<file path="config.mk">
export PLATFORM = sky130hd
export DESIGN_NAME = jk_universal_counter
export DESIGN_NICKNAME = d
export VERILOG_FILES = /design/src/rtl/jk_pkg.sv /design/src/rtl/jk_cell.sv /design/src/rtl/jk_universal_counter.sv
export SDC_FILE = /design/constraint.sdc
export NUM_CORES = 1
export LEC_CHECK = 0
export CELL_PAD_IN_SITES_DETAIL_PLACEMENT = 1
export CELL_PAD_IN_SITES_GLOBAL_PLACEMENT = 1
export CORE_MARGIN = 1.5
export CORE_UTILIZATION = 36
export CTS_CLUSTER_SIZE = 40
export DETAILED_ROUTE_END_ITERATION = 8
export GPL_TIMING_DRIVEN = 0
export PLACE_DENSITY = 0.84
export SLEW_MARGIN = 20
export SYNTH_ARGS = -nofsm -noshare
export SYNTH_HDL_FRONTEND = slang
export SYNTH_HIERARCHICAL = 1
export SYNTH_SLANG_ARGS = --single-unit
</file>
<file path="constraint.sdc">
create_clock -name CLK -period 4.9 [get_ports CLK]
set_input_delay 0.49 -clock CLK [delete_from_list [all_inputs] [get_ports CLK]]
set_output_delay 0.49 -clock CLK [all_outputs]
set_load 0.02 [all_outputs]
</file>
<file path="src/rtl/jk_pkg.sv">
// Shared definitions for the JK-cell universal counter: mode encoding and its type.
package jk_pkg;

  typedef logic [2:0] mode_t;

  localparam mode_t MODE_HOLD  = 3'b000;
  localparam mode_t MODE_JK    = 3'b001;
  localparam mode_t MODE_UP    = 3'b010;
  localparam mode_t MODE_DOWN  = 3'b011;
  localparam mode_t MODE_LOAD  = 3'b100;
  localparam mode_t MODE_CLEAR = 3'b101;

endpackage

</file>
<file path="src/rtl/jk_cell.sv">
// Single JK flip-flop with asynchronous active-high reset to a per-cell value.
module jk_cell #(
  parameter logic RST_VAL = 1'b0
) (
  input  logic CLK,
  input  logic RST_n,
  input  logic J,
  input  logic K,
  output logic Q,
  output logic Qn
);

  logic q_q, q_d;

  always_comb begin
    q_d = q_q;
    unique case ({J, K})
      2'b00:   q_d = q_q;
      2'b01:   q_d = 1'b0;
      2'b10:   q_d = 1'b1;
      default: q_d = ~q_q;
    endcase
  end

  always_ff @(posedge CLK or posedge RST_n) begin
    if (RST_n) begin
      q_q <= RST_VAL;
    end else begin
      q_q <= q_d;
    end
  end

  assign Q  = q_q;
  assign Qn = ~q_q;

endmodule

</file>
<file path="src/rtl/jk_universal_counter.sv">
// WIDTH-bit register of JK cells: hold, per-bit JK, modulo up/down count, load and clear.
module jk_universal_counter
  import jk_pkg::*;
#(
  parameter int unsigned WIDTH     = 8,
  parameter int unsigned MOD       = 2 ** WIDTH,
  parameter int unsigned RESET_VAL = 0
) (
  input  logic             CLK,
  input  logic             RST_n,
  input  logic             EN,
  input  mode_t            MODE,
  input  logic [WIDTH-1:0] J,
  input  logic [WIDTH-1:0] K,
  input  logic [WIDTH-1:0] D,
  output logic [WIDTH-1:0] Q,
  output logic [WIDTH-1:0] Qn,
  output logic             TC,
  output logic             OVF
);

  localparam logic [WIDTH-1:0] ModMax = WIDTH'(MOD - 1);
  // One extra bit so MOD == 2**WIDTH is representable and range checks never fire.
  localparam logic [WIDTH:0]   ModW   = (WIDTH + 1)'(MOD);
  localparam logic [WIDTH-1:0] RstVec = WIDTH'(RESET_VAL);

  logic [WIDTH-1:0] q, qn;
  logic [WIDTH-1:0] n_d;
  logic [WIDTH-1:0] cell_j, cell_k;
  logic             q_ge_mod, d_ge_mod;
  logic             ovf_q, ovf_d;

  assign q_ge_mod = {1'b0, q} >= ModW;
  assign d_ge_mod = {1'b0, D} >= ModW;

  always_comb begin
    n_d   = q;
    ovf_d = 1'b0;
    if (EN) begin
      case (MODE)
        MODE_UP: begin
          if (q == ModMax || q_ge_mod) begin
            n_d   = '0;
            ovf_d = 1'b1;
          end else begin
            n_d = q + 1'b1;
          end
        end
        MODE_DOWN: begin
          if (q == '0 || q_ge_mod) begin
            n_d   = ModMax;
            ovf_d = 1'b1;
          end else begin
            n_d = q - 1'b1;
          end
        end
        MODE_LOAD:  n_d = d_ge_mod ? ModMax : D;
        MODE_CLEAR: n_d = '0;
        default:    n_d = q;
      endcase
    end
  end

  // Non-JK modes steer each cell to set, clear or hold so it lands on n_d.
  always_comb begin
    cell_j = '0;
    cell_k = '0;
    if (EN) begin
      if (MODE == MODE_JK) begin
        cell_j = J;
        cell_k = K;
      end else begin
        cell_j = n_d & ~q;
        cell_k = ~n_d & q;
      end
    end
  end

  for (genvar i = 0; i < WIDTH; i++) begin : g_cell
    jk_cell #(
      .RST_VAL(RstVec[i])
    ) u_cell (
      .CLK  (CLK),
      .RST_n(RST_n),
      .J    (cell_j[i]),
      .K    (cell_k[i]),
      .Q    (q[i]),
      .Qn   (qn[i])
    );
  end

  always_ff @(posedge CLK or posedge RST_n) begin
    if (RST_n) begin
      ovf_q <= 1'b0;
    end else begin
      ovf_q <= ovf_d;
    end
  end

  assign TC  = EN & (((MODE == MODE_UP) & (q == ModMax)) | ((MODE == MODE_DOWN) & (q == '0)));
  assign Q   = q;
  assign Qn  = qn;
  assign OVF = ovf_q;

endmodule

</file>
### Word level (Yosys, flattened, before mapping)

Cells that the tools add are included.
Widths: inputs -> output; s select.

* register bits after elaboration: 9
* output and inout port bits: 18

* eq/ne operators: 22
* add/sub/neg operators: 2
* reduce and logical (&&, ||, !) cells: 9
* mux-type cells: 20
* bitwise logic cells: 16

Operators by type and width (count)
* $mux 8: 7
* $pmux 8 s4: 1
* $pmux 1 s3: 8
* $and 8x8->8: 2
* $eq 2x1->1 const B: 8
* $eq 2x2->1 const B: 8
* $logic_not 2->1: 8
* $not 8->8: 2
* $add 8x1->8 const B: 1
* $eq 8x8->1 const B: 1
* $logic_not 8->1: 1
* $not 1->1: 8
* $sub 8x1->8 const B: 1
* $eq 3x2->1 const B: 2
* $eq 3x3->1 const B: 2
* $and 1x1->1: 3
* $eq 3x1->1 const B: 1
* $mux 1: 3
* $pmux 1 s2: 1
* $or 1x1->1: 1

### Longest topological paths before layout

* depth in word-level cells: 10
* mapped depth: 12
* depth with buffers taken out: 11

### By module

Netlist, hierarchy kept.

Modules (own cells, without submodules)
* jk_universal_counter: cells an instance 131, area an instance 850.8 um^2, instances 1, seq. area each 25.0 um^2
* jk_cell: cells an instance 10, area an instance 87.6 um^2, instances 8, seq. area each 25.0 um^2

### Worst setup path after synthesis

No wires, ideal clock.

* path type: register to register
* start: reg g_cell[3].u_cell.q_q
* end: reg g_cell[6].u_cell.q_q
* clock period less this slack: 2698 ps
* setup time: 94 ps
* buffers on the path: 1
* arrival: 2604 ps
* required time: 4806 ps
* setup slack: 2202 ps
* stages on the path, launching flop included: 11
* cell sequence: dfrtp_1 -> buf_6 -> or4_4 -> nor4_4 -> a211o_1 -> nor3_1 -> o31ai_1 -> inv_1 -> ha_1 -> nor3b_1 -> a211oi_1

* elaborated cells between the ends (all ways): 19
* those cells by class: 2 x add/sub; 3 x eq/ne; 9 x mux; 3 x bitwise; 2 x reduce/logical

RTL lines
* start, declared: RTL line jk_cell.sv:13 `logic q_q, q_d;`
* start signal, assigned: RTL line jk_cell.sv:29 `q_q <= q_d;`
* $sub 8x1->8 (tied with other cells): RTL line jk_universal_counter.sv:54 `n_d = q - 1'b1;`
* $mux 8 (on tied branches): RTL line jk_universal_counter.sv:50, jk_universal_counter.sv:42
* $pmux 8 s4 *: RTL line jk_universal_counter.sv:40 `case (MODE)`
* $mux 8 *: RTL line jk_universal_counter.sv:39 `if (EN) begin`
* $and 8x8->8 *: RTL line jk_universal_counter.sv:73 `cell_j = n_d & ~q;`
* $mux 8 *: RTL line jk_universal_counter.sv:69 `if (MODE == MODE_JK) begin`
* $mux 8 *: RTL line jk_universal_counter.sv:68 `if (EN) begin`
* net cell_j[6]: RTL line jk_universal_counter.sv:29 `logic [WIDTH-1:0] cell_j, cell_k;`
* $eq 2x2->1 (tied with other cells): RTL line jk_cell.sv:17 `unique case ({J, K})`
* $pmux 1 s3: RTL line jk_cell.sv:17
* end signal, assigned: RTL line jk_cell.sv:29
* end, declared: RTL line jk_cell.sv:13

Mark *: on every way through the listed nets, which the timed path passes. The rest lies on a longest branch.
A chain may end at the register's enable or synchronous reset.

### Worst setup path after layout

* start: in MODE[1]
* end: out TC

* longest elaborated chain between the ends: 4
* elaborated cells between the ends (all ways): 6
* those cells by class: 2 x eq/ne; 4 x bitwise

RTL lines
* start, declared: RTL line jk_universal_counter.sv:12 `input mode_t MODE,`
* $eq 3x2->1: RTL line jk_universal_counter.sv:100 `assign TC = EN & (((MODE == MODE_UP) & (q == ModMax)) | ((MODE == MODE_DOWN) & (q == '0)));`
* $and 1x1->1: RTL line jk_universal_counter.sv:100
* $or 1x1->1 *: RTL line jk_universal_counter.sv:100
* $and 1x1->1 *: RTL line jk_universal_counter.sv:100
* end, declared: RTL line jk_universal_counter.sv:18 `output logic TC,`

Mark *: on every way between the ends. The rest lies on a longest branch, timed or not.

==> impl_metrics.tcl <==
set metrics [dict create \
    synthCells 211 \
    slew_viol_final 0 \
    syn_area_mm2 0.00155 \
    total_leakage_power_nw 0.870 \
    yosys_register_bits 9 \
    status "finished clean" \
    synth_area_per_cell_um2 7.35 \
    critPathSlowestCell "clkdlybuf4s50_1" \
    layout-drive-gt1-share_pct 4.20 \
    fin_total_pwr_mw 0.872 \
    fin_skew_ps 2.33 \
    crit_top_cell "clkdlybuf4s50_1" \
    crit_chain "clkdlybuf4s50_1, nor3b_1, nand2_1, nor2_1, o21a_1, clkdlybuf4s50_1" \
    grt_util_all_layers_pct 22.2 \
    syn_nets 261 \
    antenna_found_initial 0 \
    synth_edf_count 0 \
    cts-root-buf "clkbuf_8" \
    wirelength_um 4880 \
    clkTransAtPathRegs_ps 50 \
    place_hpwl_um 3830 \
    nets 313 \
    cts_buffer_depth 2 \
    viasPerCell 5.51 \
    num_vias 1718 \
    ios 48 \
    arrival_ps 2770 \
    setup_viol 0 \
    start_util_pct 38.2 \
    drt-initial-drc-count 32 \
    insertion_delay_ps 250 \
    rsz0062_at_grt "false" \
    fp.dieArea_mm2 0.00471 \
    gp_congestion 0.879 \
    grt_pass1_vias 1725 \
    num_rows 23 \
    post_cts_buffers 0 \
    cts_buffers 3 \
    crit_path_end_kind "output port" \
    worst_pin_slew_ps 1010 \
    cp.required_ps 4410 \
    die_w_um 68.7 \
    powerDensity_mw_per_mm2 410 \
    synthArstFlopShare_pct 100 \
    drv_cap 0 \
    grt_start_max_net_pins 12 \
    grt_pass1_wl_um 7850 \
    vdd_drop_max_v 0.000206 \
    postCtsHoldBufs 0 \
    relSlewSlack_pct 32.4 \
    yosys_most_used_dff "dfrtp_1" \
    post_drt_wl_per_cell_um 15.6 \
    yosysUniqueCellTypes 45 \
    placeableCoreArea_mm2 0.00406 \
    final-hold-violation-count 0 \
    diodes 0 \
    ys.warnings.count 6 \
    areaGrowthSynthToFinish_pct 37.3 \
    fmax_ghz 0.307 \
    path_class "primary input to output port" \
    drt_first_pass_iters 4 \
    cts.sinks 9 \
    cts_tree "built" \
    cts_max_level 1 \
    hold_class "flop to flop" \
    cp_slowest_stage_delay_ps 640 \
    cp_max_fo 9 \
    overflow 0 \
    min_period_ps 3260 \
    io_buffers 47 \
    die_y_um 68.7 \
    setup_tns_ps 0 \
    ctsResizeCount 0 \
    synth-seq-area-share_pct 14.5 \
    fin_crit_sh_pct 66.5 \
    post-route-drc-count 0 \
    cp-start-kind "primary input" \
    ant_nets 0 \
]
-- worst max-delay path, delay by kind of cell --
kind                   cells  cell delay (ps)
buffers and inverters      2             1240
and+or+nand+nor            3              910
AOI/OAI and AO/OA          1              140
-- state kept, by name, summed over array words and instances (netlist names) --
signal	count
OVF	1
g_cell.u_cell/Q	8
-- placed cells by master, fill, tap and decap left out, types with 4 or more instances in the layout --
master           netlist  layout
a22o_1                 4       4
nor3_1                 4       4
dfrtp_1                9       9
nand3_1                6       6
xor2_1                 4       4
clkdlybuf4s50_1        0      47
clkbuf_1               5       6
ha_1                  20      20
nor2_1                11      11
a211oi_1               9       9
nand2_1               20      20
nor3b_1               20      20
a21oi_1                4       4
o21ai_0                7       7
inv_1                 39      39
-- final timing paths --
| path | endpoint | slack (ps) | cells past startpoint | start |
|---|---|---|---|---|
| max | TC | 1640 | 6 | MODE[1] |
| min | g_cell[7].u_cell/Q$_DFFE_PP0P_ | 580 | 2 | g_cell[7].u_cell/Q$_DFFE_PP0P_ |
| max reg2reg | g_cell[6].u_cell/Q$_DFFE_PP0P_ | 2070 | 10 | g_cell[3].u_cell/Q$_DFFE_PP0P_ |
| min reg2reg | g_cell[7].u_cell/Q$_DFFE_PP0P_ | 580 | 2 | g_cell[7].u_cell/Q$_DFFE_PP0P_ |
| max in group asynchronous | g_cell[2].u_cell/Q$_DFFE_PP0P_ | 4050 | 2 | RST_n |
| min in group asynchronous | g_cell[0].u_cell/Q$_DFFE_PP0P_ | 720 | 2 | RST_n |
-- synth_stat cells (all sizes together), types with 3 or more instances --
| library cell | n | area, µm² |
|---|---|---|
| inv | 39 | 146 |
| a211oi | 9 | 67.6 |
| and2 | 3 | 18.8 |
| ha | 20 | 250 |
| dfrtp | 9 | 225 |
| nor2 | 11 | 41.3 |
| nand2b | 3 | 18.8 |
| o31ai | 3 | 22.5 |
| a21boi | 3 | 22.5 |
| nor3b | 20 | 150 |
| o21ai | 8 | 40.0 |
| nand2 | 20 | 75.1 |
| xor2 | 4 | 35.0 |
| a22o | 4 | 35.0 |
| a21oi | 4 | 20.0 |
| a32o | 3 | 30.0 |
| nand3 | 6 | 30.0 |
| clkbuf | 5 | 18.8 |
| nor3 | 6 | 40.0 |
-- power breakdown --
group,internal (mW),switching (mW),leakage [nW]
Combinational,0.274,0.323,0.744
Sequential,0.107,0.0710,0.103
Clock,0.0575,0.0396,0.0228
Total,0.438,0.434,0.870
-- metal layers --
metal	routed length [µm]	track usage (%)	part of all wire [%]	up-vias
li1	-	-	-	850
met1	2290	29.6	47	823
met2	2350	37.7	48	37
met3	152	1.62	3.1	8
met4	88	7.50	1.8	0
met5	0	0	0	-
-- final cells by class --
| cell class | instances | area (µm²) |
|---|---|---|
| Fill cell | 521 | 1930 |
| Multi-Input combinational cell | 156 | 1140 |
| Timing Repair Buffer | 47 | 470 |
| Sequential cell | 9 | 225 |
| Inverter | 39 | 146 |
| Tap cell | 50 | 62.6 |
| Clock buffer | 4 | 45.0 |
| Buffer | 7 | 35.0 |
-- kinds of logic after synthesis --
logic type | after synthesis | share of synthesized area [%]
xor gates and xnor gates | 4 | 2.26
buffers and inverters | 46 | 11.7
and+or+nand+nor | 81 | 31.0
muxes | 1 | 0.645
AOI/OAI and AO/OA | 50 | 23.8
DFF | 9 | 14.5
adders and majority gates | 20 | 16.1
-- through the flow --
step	utilization [%]	worst slack [ps]	hold slack (ps)	instances	area [µm²]
final	52.5	1640	584	312	2130
after global routing	52.5	1420	620	312	2130
after CTS	52.5	1690	594	312	2130
after detailed placement	51.4	1440	582	308	2080
after global placement	51.4	1500	580	308	2080
after floorplan	-	2200	219	211	1550
Power figures use the tool's default switching activity.
